--- src/rtl/lsu_pkg.sv ---
// Shared FSM state, funct3 encodings, request capture record and lane helpers
// for the load/store unit.
package lsu_pkg;

   typedef enum logic [1:0] {
      IDLE  = 2'd0,
      MERGE = 2'd1,
      RESP  = 2'd2
   } state_e;

   localparam logic [2:0] F3_B  = 3'b000;
   localparam logic [2:0] F3_H  = 3'b001;
   localparam logic [2:0] F3_W  = 3'b010;
   localparam logic [2:0] F3_BU = 3'b100;
   localparam logic [2:0] F3_HU = 3'b101;

   // Everything latched in the accept cycle and consumed in MERGE/RESP.
   typedef struct packed {
      logic [2:0]  funct3;
      logic [1:0]  off;
      logic        is_store;
      logic        err;
      logic [29:0] waddr;
      logic [31:0] wdata;
      logic [31:0] word;
   } req_t;

   function automatic logic [31:0] lane_merge(input logic [31:0] old,
                                              input logic [31:0] wdata,
                                              input logic [2:0]  funct3,
                                              input logic [1:0]  off);
      logic [31:0] res;
      res = old;
      case (funct3)
         F3_B:    res[{off, 3'b000} +: 8]     = wdata[7:0];
         F3_H:    res[{off[1], 4'b0000} +: 16] = wdata[15:0];
         F3_W:    res = wdata;
         default: res = old;
      endcase
      return res;
   endfunction

   // Halfwords ignore off[0] and words ignore off entirely.
   function automatic logic [31:0] load_extend(input logic [31:0] word,
                                               input logic [2:0]  funct3,
                                               input logic [1:0]  off);
      logic [7:0]  b;
      logic [15:0] h;
      logic [31:0] res;
      b = word[{off, 3'b000} +: 8];
      h = word[{off[1], 4'b0000} +: 16];
      case (funct3)
         F3_B:    res = {{24{b[7]}}, b};
         F3_BU:   res = {24'd0, b};
         F3_H:    res = {{16{h[15]}}, h};
         F3_HU:   res = {16'd0, h};
         F3_W:    res = word;
         default: res = '0;
      endcase
      return res;
   endfunction

endpackage

--- src/rtl/lsu_align.sv ---
// Lane datapath: store merge for the MERGE write and load extraction/extension
// for the RESP data, both driven from the captured request.
module lsu_align
   import lsu_pkg::*;
(
   input  logic [31:0] word_i,
   input  logic [31:0] wdata_i,
   input  logic [2:0]  funct3_i,
   input  logic [1:0]  off_i,
   output logic [31:0] merged_o,
   output logic [31:0] rdata_o
);

   assign merged_o = lane_merge(word_i, wdata_i, funct3_i, off_i);
   assign rdata_o  = load_extend(word_i, funct3_i, off_i);

endmodule

--- src/rtl/lsu_ctrl.sv ---
// RV32I load/store initiator onto a word-only memory (comb read, sync write).
// Define MISALIGN_TRAP_EN to turn misaligned H/HU/W accesses into errors.
module lsu_ctrl
   import lsu_pkg::*;
#(
   parameter int MEM_WORDS_LOG2 = 8
) (
   input  logic        clk,
   input  logic        rst,
   input  logic        req_valid,
   output logic        req_ready,
   input  logic        req_is_store,
   input  logic [2:0]  req_funct3,
   input  logic [31:0] req_addr,
   input  logic [31:0] req_wdata,
   output logic        resp_valid,
   output logic [31:0] resp_rdata,
   output logic        resp_err,
   output logic [29:0] mem_addr,
   output logic        mem_we,
   output logic [31:0] mem_wd,
   input  logic [31:0] mem_rd
);

   state_e      state_q, state_d;
   req_t        cap_q, cap_d;
   logic        f3_bad, out_of_range, misaligned, req_err;
   logic [31:0] merged, load_data;

   always_comb begin
      case (req_funct3)
         F3_B, F3_H, F3_W: f3_bad = 1'b0;
         F3_BU, F3_HU:     f3_bad = req_is_store;
         default:          f3_bad = 1'b1;
      endcase
   end

   assign out_of_range = |(req_addr >> (MEM_WORDS_LOG2 + 2));

`ifdef MISALIGN_TRAP_EN
   assign misaligned = (((req_funct3 == F3_H) || (req_funct3 == F3_HU)) && req_addr[0]) ||
                       ((req_funct3 == F3_W) && (req_addr[1:0] != 2'b00));
`else
   assign misaligned = 1'b0;
`endif

   assign req_err = f3_bad || out_of_range || misaligned;

   lsu_align u_align (
      .word_i   (cap_q.word),
      .wdata_i  (cap_q.wdata),
      .funct3_i (cap_q.funct3),
      .off_i    (cap_q.off),
      .merged_o (merged),
      .rdata_o  (load_data)
   );

   // NOTE: every output and next-state value gets a default before the case,
   // so no path leaves one unassigned and no latch is inferred.
   always_comb begin
      state_d    = state_q;
      cap_d      = cap_q;
      req_ready  = 1'b0;
      resp_valid = 1'b0;
      resp_rdata = '0;
      resp_err   = 1'b0;
      mem_addr   = '0;
      mem_we     = 1'b0;
      mem_wd     = '0;

      case (state_q)
         IDLE: begin
            // rst gates the accept path so nothing leaks out while reset is held.
            req_ready = !rst;
            if (!rst) mem_addr = req_addr[31:2];
            if (req_valid && !rst) begin
               cap_d.funct3   = req_funct3;
               cap_d.off      = req_addr[1:0];
               cap_d.is_store = req_is_store;
               cap_d.err      = req_err;
               cap_d.waddr    = req_addr[31:2];
               cap_d.wdata    = req_wdata;
               cap_d.word     = mem_rd;
               if (req_err) begin
                  state_d = RESP;
               end else if (req_is_store && (req_funct3 != F3_W)) begin
                  state_d = MERGE;
               end else begin
                  state_d = RESP;
                  if (req_is_store) begin
                     mem_we = 1'b1;
                     mem_wd = req_wdata;
                  end
               end
            end
         end
         MERGE: begin
            mem_addr = cap_q.waddr;
            mem_we   = 1'b1;
            mem_wd   = merged;
            state_d  = RESP;
         end
         RESP: begin
            mem_addr   = cap_q.waddr;
            resp_valid = 1'b1;
            resp_err   = cap_q.err;
            resp_rdata = (cap_q.err || cap_q.is_store) ? 32'd0 : load_data;
            state_d    = IDLE;
         end
         default: state_d = IDLE;
      endcase
   end

   // NOTE: state is updated with non-blocking assignments only, so every
   // register samples pre-edge values regardless of process ordering.
   always_ff @(posedge clk or posedge rst) begin
      if (rst) begin
         state_q <= IDLE;
         cap_q   <= '0;
      end else begin
         state_q <= state_d;
         cap_q   <= cap_d;
      end
   end

endmodule

--- config.mk ---
export PLATFORM = sky130hd
export DESIGN_NAME = lsu_ctrl
export DESIGN_NICKNAME = d
export VERILOG_FILES = /design/src/rtl/lsu_pkg.sv /design/src/rtl/lsu_align.sv /design/src/rtl/lsu_ctrl.sv
export SDC_FILE = /design/constraint.sdc
export NUM_CORES = 1
export LEC_CHECK = 0
export ABC_CLOCK_PERIOD_IN_PS = 8100
export CAP_MARGIN = 0
export CORE_MARGIN = 4
export CORE_UTILIZATION = 30
export CTS_CLUSTER_DIAMETER = 30
export DETAILED_ROUTE_END_ITERATION = 8
export HOLD_SLACK_MARGIN = 0.1
export SYNTH_ARGS = -nofsm -noshare
export SYNTH_HDL_FRONTEND = slang
export SYNTH_SLANG_ARGS = --single-unit
--- constraint.sdc ---
create_clock -name clk -period 8.1 [get_ports clk]
set_input_delay 1.215 -clock clk [delete_from_list [all_inputs] [get_ports clk]]
set_output_delay 1.215 -clock clk [all_outputs]
set_load 0.05 [all_outputs]
Yosys cells after proc, flatten, opt, wreduce, memory -nomap -nowiden
Index checks and enable logic that the tools add are counted.

Register bits: 103. Word-level logic and storage cells: 67.

Add/subtract/negate cells: 2. Eq/ne operators: 12. Shift-type cells: 6. Mux-type cells: 26. Reductions and logical operators: 13.

Operators with widths (count): $mux W32 (6); $pmux W32 S5 (1); $pmux W32 S3 (1); $bwmux W32 (2); $pmux W32 S2 (1); $pmux W30 S2 (1); $shift A16 B7 Y32 const A (1); $shift A8 B7 Y32 const A (1); $shiftx A16 B7 Y32 (1); $shiftx A32 B6 Y16 (1); $shiftx A32 B6 Y8 (1); $shiftx A8 B7 Y32 (1); $mux W30 (1); $reduce_or A22 Y1 (1); $neg A5 Y7 (2); $eq A3 B3 Y1 const B (4); $mux W1 (7); $eq A3 B1 Y1 const B (2); $eq A3 B2 Y1 const B (2); $logic_not A3 Y1 (2); $mux W2 (3); $pmux W1 S2 (2); $pmux W2 S2 (1); $reduce_or A2 Y1 (2); 10 further kinds (12).

Logic depth before layout (Yosys ltp)
Gate-level depths: netlist of the first run.

Depth in word-level cells: 7. Depth in mapped cells: 10. Gate-level depth less buffers: 7.

By module
A second synthesis of the first run with hierarchy kept.

Cell total of the unflattened synthesis: 1034. Area, all modules: 7652.3 µm².

Modules (own cells, without submodules): lsu_ctrl (times used 1, cells each 636, area an instance 5061.1 µm², seq. area each 2577.5 µm²); lsu_align (times used 1, cells each 398, area an instance 2591.2 µm², seq. area each 0.0 µm²).

Worst setup path after synthesis of the first run
OpenSTA, ideal clock, no wires.

Path kind: input port to output port. From: input port req_addr[31]. To: output port mem_wd[20]. Arrival: 3.024 ns. Required time: 6.885 ns. Slack: 3.861 ns. Stages: 6. Path buffers: 1. Path through: nor4_1 -> and4_1 -> nand3_2 -> or2_1 -> buf_2 -> o221ai_1.

Longest elaborated chain between the ends: 5.

Ends and longest elaborated chain: start: declaration (line lsu_ctrl.sv:14) `input logic [31:0] req_addr,`; $reduce_or A22 Y1 (line lsu_ctrl.sv:38) `assign out_of_range = |(req_addr >> (MEM_WORDS_LOG2 + 2));`; $logic_or A1 B1 Y1 (line lsu_ctrl.sv:47) `assign req_err = f3_bad || out_of_range || misaligned;`; $mux W32 (line lsu_ctrl.sv:84) `if (req_err) begin`; $mux W32 (line lsu_ctrl.sv:76) `if (req_valid && !rst) begin`; $pmux W32 S2 (line lsu_ctrl.sv:71) `case (state_q)`; end: declaration (line lsu_ctrl.sv:21) `output logic [31:0] mem_wd,`.

No other way between the ends.

Worst setup path in the final report of the first run
From: input port rst. To: output port mem_we.

Longest elaborated chain between the ends: 4.

Ends and longest elaborated chain: start: declaration (line lsu_ctrl.sv:9) `input logic rst,`; $logic_not A1 Y1 (no source line); $logic_and A1 B1 Y1 (line lsu_ctrl.sv:76); $mux W1 (line lsu_ctrl.sv:76); $pmux W1 S2 (line lsu_ctrl.sv:71); end: declaration (line lsu_ctrl.sv:20) `output logic mem_we,`.

No other way between the ends.

==> metrics, run 1 <==
outcome complete, no violations; nets 1101; RR Endpoint cap_q[10]; crit path max fanout 98; Max Cap Viol 0; Rel. slew slack 18.9%; cell-by-cell trace of the critical path clkdlybuf4s50_1 -> nor2b_2 -> buf_4 -> nand2_4 -> nor3_2 -> buf_4 -> or2_2 -> clkdlybuf4s50_1; final cell count without fillers 1268; number of cell rows 53; final worst-path cycle share 78.2%; Synth async-reset ratio 100%; DRC 0; Post-Syn Nets 947; Num CTS Buffers 9; Final GP Congestion 0.855; origin of the critical flop-to-flop path state_q[0]; Post-DP HPWL 18.0 mm; # port buffers 200; worst path bufs/invs 4; wire length per cell 19.8 microns; Mean Syn Cell Area 7.73 sq um; total of warnings raised by yosys 0; ys flop type dfrtp_1; Critical Path AT 5120 ps; Worst setup EP type output pin; Vias 6725; Synth cell types 55; root buf cell clkbuf_16; CTS tree yes; R2R Setup Slk 5350 ps; crit-path max cell delay 900 ps; most frequent cell after synthesis nand2_1; hold slack 477 ps; critical path data required time 6880 ps; hold_buf cts 0; core area 21100 sq um; CP Class input pin to output pin; Tmin final 6330 ps; RSZ-0062 raised after global routing false; Initial Util 30.6%; largest net degree at the start of global routing 99; proportion of layout cells with a drive suffix above 1 4.63%; htree depth 3; post-cts sizing count 0; Max Fclk 158 MHz; Die Span X 155 microns; final wirelength 25.1 mm; number of global-route vias before repair 6368; top cells by area, synth dfrtp_1 40%, nand2_1 19%, a22oi_1 4.3%, a21oi_1 3.7%, a21o_1 2.7%; r2r worst-path depth 8; Die Area 23900 sq um; Skew-Pair Late Insertion Delay 350 ps; dpl cells 1253; clk slew on worst S/H paths 70 ps; final hold violation count 0; Post-synth top cells 330 x nand2_1, 103 x dfrtp_1, 48 x a21oi_1; DIE HEIGHT 155 microns; worst hold path stage count 2; Seq cells post-synth 103; setup ws final 1770 ps; Worst-Margin Slew 1210 ps; first-pass GRT wire length 38.0 mm; antenna cells 0; layout overhead on the synthesized area 37.2%; Post-Syn Area 6450 sq um; pre-CTS WS 1750 ps; Hold EP cap_q[65]; final clock skew 7.20 ps; CTS Buffer Depth 2; final setup violation count 0; Hold Crit Class flop to flop; DRT iter0 DRCs 499; Yosys top cell area share 40.0%; Cells after Synth 835; I/O Pins 201; area leader, netlist dfrtp_1; EDFF count, synth 0; Critical Path Source rst; Routed Antenna Nets 0; initial antenna violation count 2; Slew Limit Fails 0; clock sinks 103; Startpoint Class input pin; vias per cell 5.30; pwr dens 374 nW/um^2; DR pass1 iterations 5; # fillers 2157; setup TNS 0 ps; GRT Overall Usage 20.2%; share of the yosys chip area belonging to registers 40.0%; VDD IR-drop max 0.240 mV; Overflow after GRT 0; Hold Crit Start cap_q[65]; P_leak 3.94 nW; CP top delay family buffers and inverters; slowest CP cell nor3_2; Post-CTS Repair Setup Buffers 0
[layer usage]
layer | wire, microns | vias to the layer above | GRT usage (%)
met3 | 2010 | 28 | 5.18
li1 | - | 3163 | -
met4 | 347 | 4 | 4.08
met1 | 11200 | 3243 | 28.3
met2 | 11500 | 287 | 31.7
met5 | 27 | - | 0
[where the power goes]
group	leakage, nW	internal, mW	switching [mW]
combinational	2.53	0.635	1.08
sequential	1.28	0.770	0.403
clock	0.128	0.217	0.205
[layout by cell type (no fill, tap or decap), types with 3 or more instances in the layout]
cell type	instances
nand2_1	329
clkdlybuf4s50_1	200
dfrtp_1	103
a21oi_1	48
nor2_1	39
a22oi_1	37
a21o_1	23
o21ai_0	21
o21bai_1	14
o2bb2ai_1	13
a221oi_1	12
nand3_1	10
o211ai_1	10
inv_1	9
ha_1	9
clkbuf_16	9
a22o_1	8
a221o_1	8
mux2_2	8
nor2b_1	7
and2_0	7
buf_4	7
nor4_1	6
nor3b_1	4
o22ai_1	4
and4_1	3
o221ai_1	3
[sequential cells by signal, indices dropped and copies added (netlist names)]
signal / cells
cap_q: 101
state_q: 2
[metrics by stage]
step                      total power, mW  cell area, sq um  util, %
after floorplan                      2.26              6450        -
after global placement               2.87              8580     40.7
after detailed placement             2.88              8580     40.7
after CTS                            3.31              8850     42.0
after global routing                 3.52              8850     42.0
final                                3.31              8850     42.0
[cell type report]
type / instances / area (sq um) / area share (%)
Tap cell: 275 / 344 / 3.89
Sequential cell: 103 / 2580 / 29.1
Timing Repair Buffer: 207 / 2050 / 23.2
Clock inverter: 4 / 32.5 / 0.368
Inverter: 10 / 40.0 / 0.452
Clock buffer: 11 / 243 / 2.74
Multi-Input combinational cell: 658 / 3560 / 40.2
[worst max path at each step]
stage | end | cells past startpoint
finish | mem_we | 8
global route | mem_wd[23] | 8
CTS | mem_we | 8
detailed placement | mem_wd[16] | 8
global placement | mem_we | 8
floorplan | mem_wd[20] | 6
[worst reg2reg max path: cells and delay by family, from the launching register on]
| kind | cells | cell delay [ps] |
|---|---|---|
| AND/OR/NAND/NOR | 4 | 840 |
| buffers and inverters | 3 | 1220 |
| adder cells (fa/ha/maj) | 1 | 230 |
| flip-flops | 1 | 400 |
[logic make-up (layout without fill, tap and decap cells)]
logic type,after synthesis,in the layout,synth area share [%]
AND/OR/NAND/NOR,427,427,27.7
AO/OA/AOI/OAI,212,212,23.6
flip-flops,103,103,40.0
buffers and inverters,74,232,5.06
multiplexers,10,10,1.96
adder cells (fa/ha/maj),9,9,1.75
Note: power is estimated with default switching activity, not from simulation.
==> run 2, diff against run 1 <==
--- a/config.mk
+++ b/config.mk
@@ -5,7 +5,7 @@
 export SDC_FILE = /design/constraint.sdc
 export NUM_CORES = 1
 export LEC_CHECK = 0
-export ABC_CLOCK_PERIOD_IN_PS = 8100
+export ABC_CLOCK_PERIOD_IN_PS = 6200
 export CAP_MARGIN = 0
 export CORE_MARGIN = 4
 export CORE_UTILIZATION = 30
==> constraint.sdc (replaced) <==
create_clock -name clk -period 6.2 [get_ports clk]
set_input_delay 0.93 -clock clk [delete_from_list [all_inputs] [get_ports clk]]
set_output_delay 0.93 -clock clk [all_outputs]
set_load 0.05 [all_outputs]
==> metrics, run 2 (synthesis gave the netlist of run 1 again) <==
layout overhead on the synthesized area 36.9%; Worst setup EP type output pin; number of cell rows 53; RSZ-0062 raised after global routing false; DRC 0; post-cts sizing count 0; clock sinks 103; nets 1105; I/O Pins 201; Final GP Congestion 0.874; dpl cells 1257; DIE HEIGHT 155 microns; VDD IR-drop max 0.243 mV; clk slew on worst S/H paths 70 ps; Post-DP HPWL 18.1 mm; Die Span X 155 microns; DRT iter0 DRCs 676; crit path max fanout 12; Overflow after GRT 0; P_leak 4.01 nW; Max Fclk 213 MHz; GRT Overall Usage 20.4%; Post-CTS Repair Setup Buffers 0; Final Instance Area 8830 sq um; largest net degree at the start of global routing 98; CP Class input pin to output pin; setup TNS 0 ps; overall power 4.35 mW; critical path data required time 5270 ps; Routed Antenna Nets 0; cell-by-cell trace of the critical path clkdlybuf4s50_1 -> nor4_1 -> and4_1 -> nand3_2 -> or2_1 -> o221ai_1 -> clkdlybuf4s50_1; number of global-route vias before repair 6400; Rel. slew slack 21.2%; first-pass GRT wire length 38.2 mm; CTS tree yes; Top Registers cap_q x101, state_q x2; Num CTS Buffers 9; Slew Limit Fails 0; final setup violation count 0; commonest non-fill, non-tap cell in the layout nand2_1; crit-path max cell delay 850 ps; most flop-heavy register cap_q; CP top delay family buffers and inverters; final clock skew 15.1 ps; wire length per cell 19.7 microns; outcome complete, no violations; Die Area 23900 sq um; Vias 6730; Skew-Pair Late Insertion Delay 370 ps; slowest CP cell clkdlybuf4s50_1; initial antenna violation count 2; hold_buf cts 0; most frequent cells in the layout 329 x nand2_1, 179 x clkdlybuf4s50_1, 103 x dfrtp_1; DR pass1 iterations 5; CP dominant cell by count clkdlybuf4s50_1; Max Cap Viol 0; proportion of layout cells with a drive suffix above 1 7.31%; final worst-path cycle share 75.8%; Critical Path AT 3770 ps; htree depth 3; worst path bufs/invs 2; Tmin final 4700 ps; core area 21100 sq um; Startpoint Class input pin; root buf cell clkbuf_16; # port buffers 200; Hold Crit Class flop to flop; antenna cells 0; Worst-Margin Slew 1180 ps; pwr dens 492 nW/um^2; final wirelength 25.1 mm; Area after DPL 8550 sq um; max reg flops 101; Initial Util 30.6%; CTS Buffer Depth 2; final cell count without fillers 1273; final hold violation count 0; vias per cell 5.29; hold slack 481 ps
==> run 2: cell types whose count changed in the layout (fill, tap and decap cells not counted), sizes merged <==
cell           change
buf               +25
clkinvlp           -1
clkbuf             -2
clkdlybuf4s50     -21
clkinv             +1
inv                +3
==> run 2: stage by stage <==
stage / utilization (%) / worst slack, ps
after CTS: 41.9 / 1470
after detailed placement: 40.6 / 1480
final: 41.9 / 1500
after floorplan: - / 2490
after global routing: 41.9 / 1330
after global placement: 40.6 / 1540
==> run 2: path summary, 6_finish.rpt <==
check | cells past startpoint | endpoint | slack (ps) | from
hold / removal | 2 | cap_q[63] | 480 | cap_q[63]
min in group asynchronous | 2 | cap_q[72] | 1140 | rst
hold reg to reg | 2 | cap_q[63] | 480 | cap_q[63]
setup / recovery | 7 | mem_wd[17] | 1500 | req_addr[13]
max in group asynchronous | 3 | cap_q[15] | 3900 | rst
setup reg to reg | 6 | cap_q[17] | 3490 | state_q[0]
==> run 2: cell type report <==
cell class / instances / area, sq um
clock buffer: 9 / 225
clock inverter: 7 / 55.1
fill: 2209 / 12300
inverter: 10 / 40.0
multi-input combinational: 658 / 3560
sequential: 103 / 2580
tap: 275 / 344
timing repair buffer: 211 / 2030
==> run 2: layer usage <==
layer | track usage, % | vias to the layer above | share of wire, %
met5 | 0 | - | 0.11
met4 | 4.84 | 4 | 1.7
met3 | 6.72 | 31 | 10
met2 | 31.2 | 318 | 46
met1 | 28.1 | 3201 | 42
li1 | - | 3176 | -
==> run 2: worst register-to-register path: stages, from the launching register on <==
cell and delay, ps:
dfrtp_1 400, inv_1 110, ha_1 200, nor2b_2 410
and2_4 360, buf_4 810, o21ai_0 240
==> run 2: where the power goes <==
group / internal, mW / switching, mW
sequential: 1.01 / 0.420
combinational: 0.843 / 1.52
clock: 0.278 / 0.280
==> run 3, diff against run 2 <==
--- a/config.mk
+++ b/config.mk
@@ -5,7 +5,7 @@
 export SDC_FILE = /design/constraint.sdc
 export NUM_CORES = 1
 export LEC_CHECK = 0
-export ABC_CLOCK_PERIOD_IN_PS = 6200
+export ABC_CLOCK_PERIOD_IN_PS = 4000
 export CAP_MARGIN = 0
 export CORE_MARGIN = 4
 export CORE_UTILIZATION = 30
==> constraint.sdc (replaced) <==
create_clock -name clk -period 4 [get_ports clk]
set_input_delay 0.6 -clock clk [delete_from_list [all_inputs] [get_ports clk]]
set_output_delay 0.6 -clock clk [all_outputs]
set_load 0.05 [all_outputs]
==> metrics, run 3 (synthesis gave the netlist of run 1 again) <==
number of global-route vias before repair 6559; final cell count without fillers 1280; DRT iter0 DRCs 650; final worst-path cycle share 90.4%; first-pass GRT wire length 37.5 mm; Skew-Pair Late Insertion Delay 360 ps; largest net degree at the start of global routing 98; antenna cells 0; Post-DP HPWL 17.7 mm; Sequential Area 2580 sq um; Num CTS Buffers 9; Final GP Congestion 0.864; Hold Crit Class flop to flop; Initial Util 30.6%; DIE HEIGHT 155 microns; wire length per cell 19.2 microns; # port buffers 200; commonest non-fill, non-tap cell in the layout nand2_1; GRT Overall Usage 19.9%; max reg flops 101; Die Span X 155 microns; CP Class flop to output pin; CTS tree yes; Critical Path AT 3010 ps; core area 21100 sq um; Die Area 23900 sq um; initial antenna violation count 2; Top Registers cap_q x101, state_q x2; DR pass1 iterations 6; nets 1112; crit path max fanout 24; Startpoint Class flop; r2r worst-path depth 7; final setup violation count 0; DRC 0; Overflow after GRT 0; CTS Buffer Depth 2; hold_buf cts 0; final hold violation count 0; worst hold path stage count 2; Max Fclk 277 MHz; clk slew on worst S/H paths 70 ps; most flop-heavy register cap_q; dpl cells 1264; Worst setup EP type output pin; pwr dens 729 nW/um^2; proportion of layout cells with a drive suffix above 1 11.4%; post-cts sizing count 0; Vias 6768; most frequent cells in the layout 329 x nand2_1, 144 x clkdlybuf4s50_1, 103 x dfrtp_1; multi-input logic area 3560 sq um; VDD IR-drop max 0.387 mV; layout overhead on the synthesized area 43.3%; Slew Limit Fails 0; final wirelength 24.6 mm; Routed Antenna Nets 0; final clock skew 5.94 ps; htree depth 3; Post-CTS Repair Setup Buffers 0; setup TNS 0 ps; root buf cell clkbuf_16; RSZ-0062 raised after global routing false; # fillers 2159; outcome complete, no violations; number of cell rows 53; critical path data required time 3400 ps; Tmin final 3610 ps; clock sinks 103; Worst-Margin Slew 1140 ps; P_leak 4.22 nW; I/O Pins 201; Rel. slew slack 23.7%; vias per cell 5.29; Max Cap Viol 0
run 3: cell count changes in the layout (fill, tap and decap cells not counted), sizes merged:
| cell | previous run | this run |
|---|---|---|
| clkdlybuf4s50 | 179 | 144 |
| clkinvlp | 1 | 0 |
| clkbuf | 9 | 10 |
| buf | 32 | 74 |
run 3: area by class of cell:
| cell class | instances | area share [%] |
|---|---|---|
| Clock buffer | 10 | 2.58 |
| Clock inverter | 6 | 0.555 |
| Inverter | 10 | 0.433 |
| Multi-Input combinational cell | 658 | 38.5 |
| Sequential cell | 103 | 27.9 |
| Tap cell | 275 | 3.72 |
| Timing Repair Buffer | 218 | 26.3 |
run 3: final timing paths:
kind / start / endpoint / slack [ps]
min reg2reg: cap_q[54] / cap_q[54] / 480
max: cap_q[97] / resp_rdata[9] / 390
min: cap_q[54] / cap_q[54] / 480
max in group asynchronous: rst / cap_q[51] / 2590
min in group asynchronous: rst / cap_q[70] / 620
max reg2reg: state_q[0] / cap_q[94] / 1510
run 3: metal layers:
layer  global-route usage, %  part of all wire [%]
met4                    5.00                   1.9
met1                    27.4                    44
met2                    30.5                    45
met5                       0                  0.11
met3                    6.10                   8.8
run 3: critical path, stage by stage, from the launching register on:
cell and delay, ps:
dfrtp_1 390, buf_4 230, or3b_1 550, nand2_1 290, a22oi_1 100, a21oi_1 240
clkdlybuf4s50_1 850
run 3: stage by stage:
| step | utilization, % | area [sq um] | setup WS [ps] | hold WS (ps) | power, mW |
|---|---|---|---|---|---|
| after CTS | 43.8 | 9250 | 347 | 482 | 6.74 |
| after global routing | 43.8 | 9250 | 214 | 505 | 7.16 |
| after floorplan | - | 6450 | 621 | 446 | 4.58 |
| final | 43.8 | 9250 | 385 | 479 | 6.74 |
| after detailed placement | 42.5 | 8960 | 548 | 464 | 5.82 |
| after global placement | 42.5 | 8960 | 564 | 460 | 5.78 |
run 3: report_power, final:
part | total (mW) | switching, mW | internal [mW]
Sequential | 2.24 | 0.679 | 1.56
Combinational | 3.61 | 2.29 | 1.32
Clock | 0.885 | 0.435 | 0.450
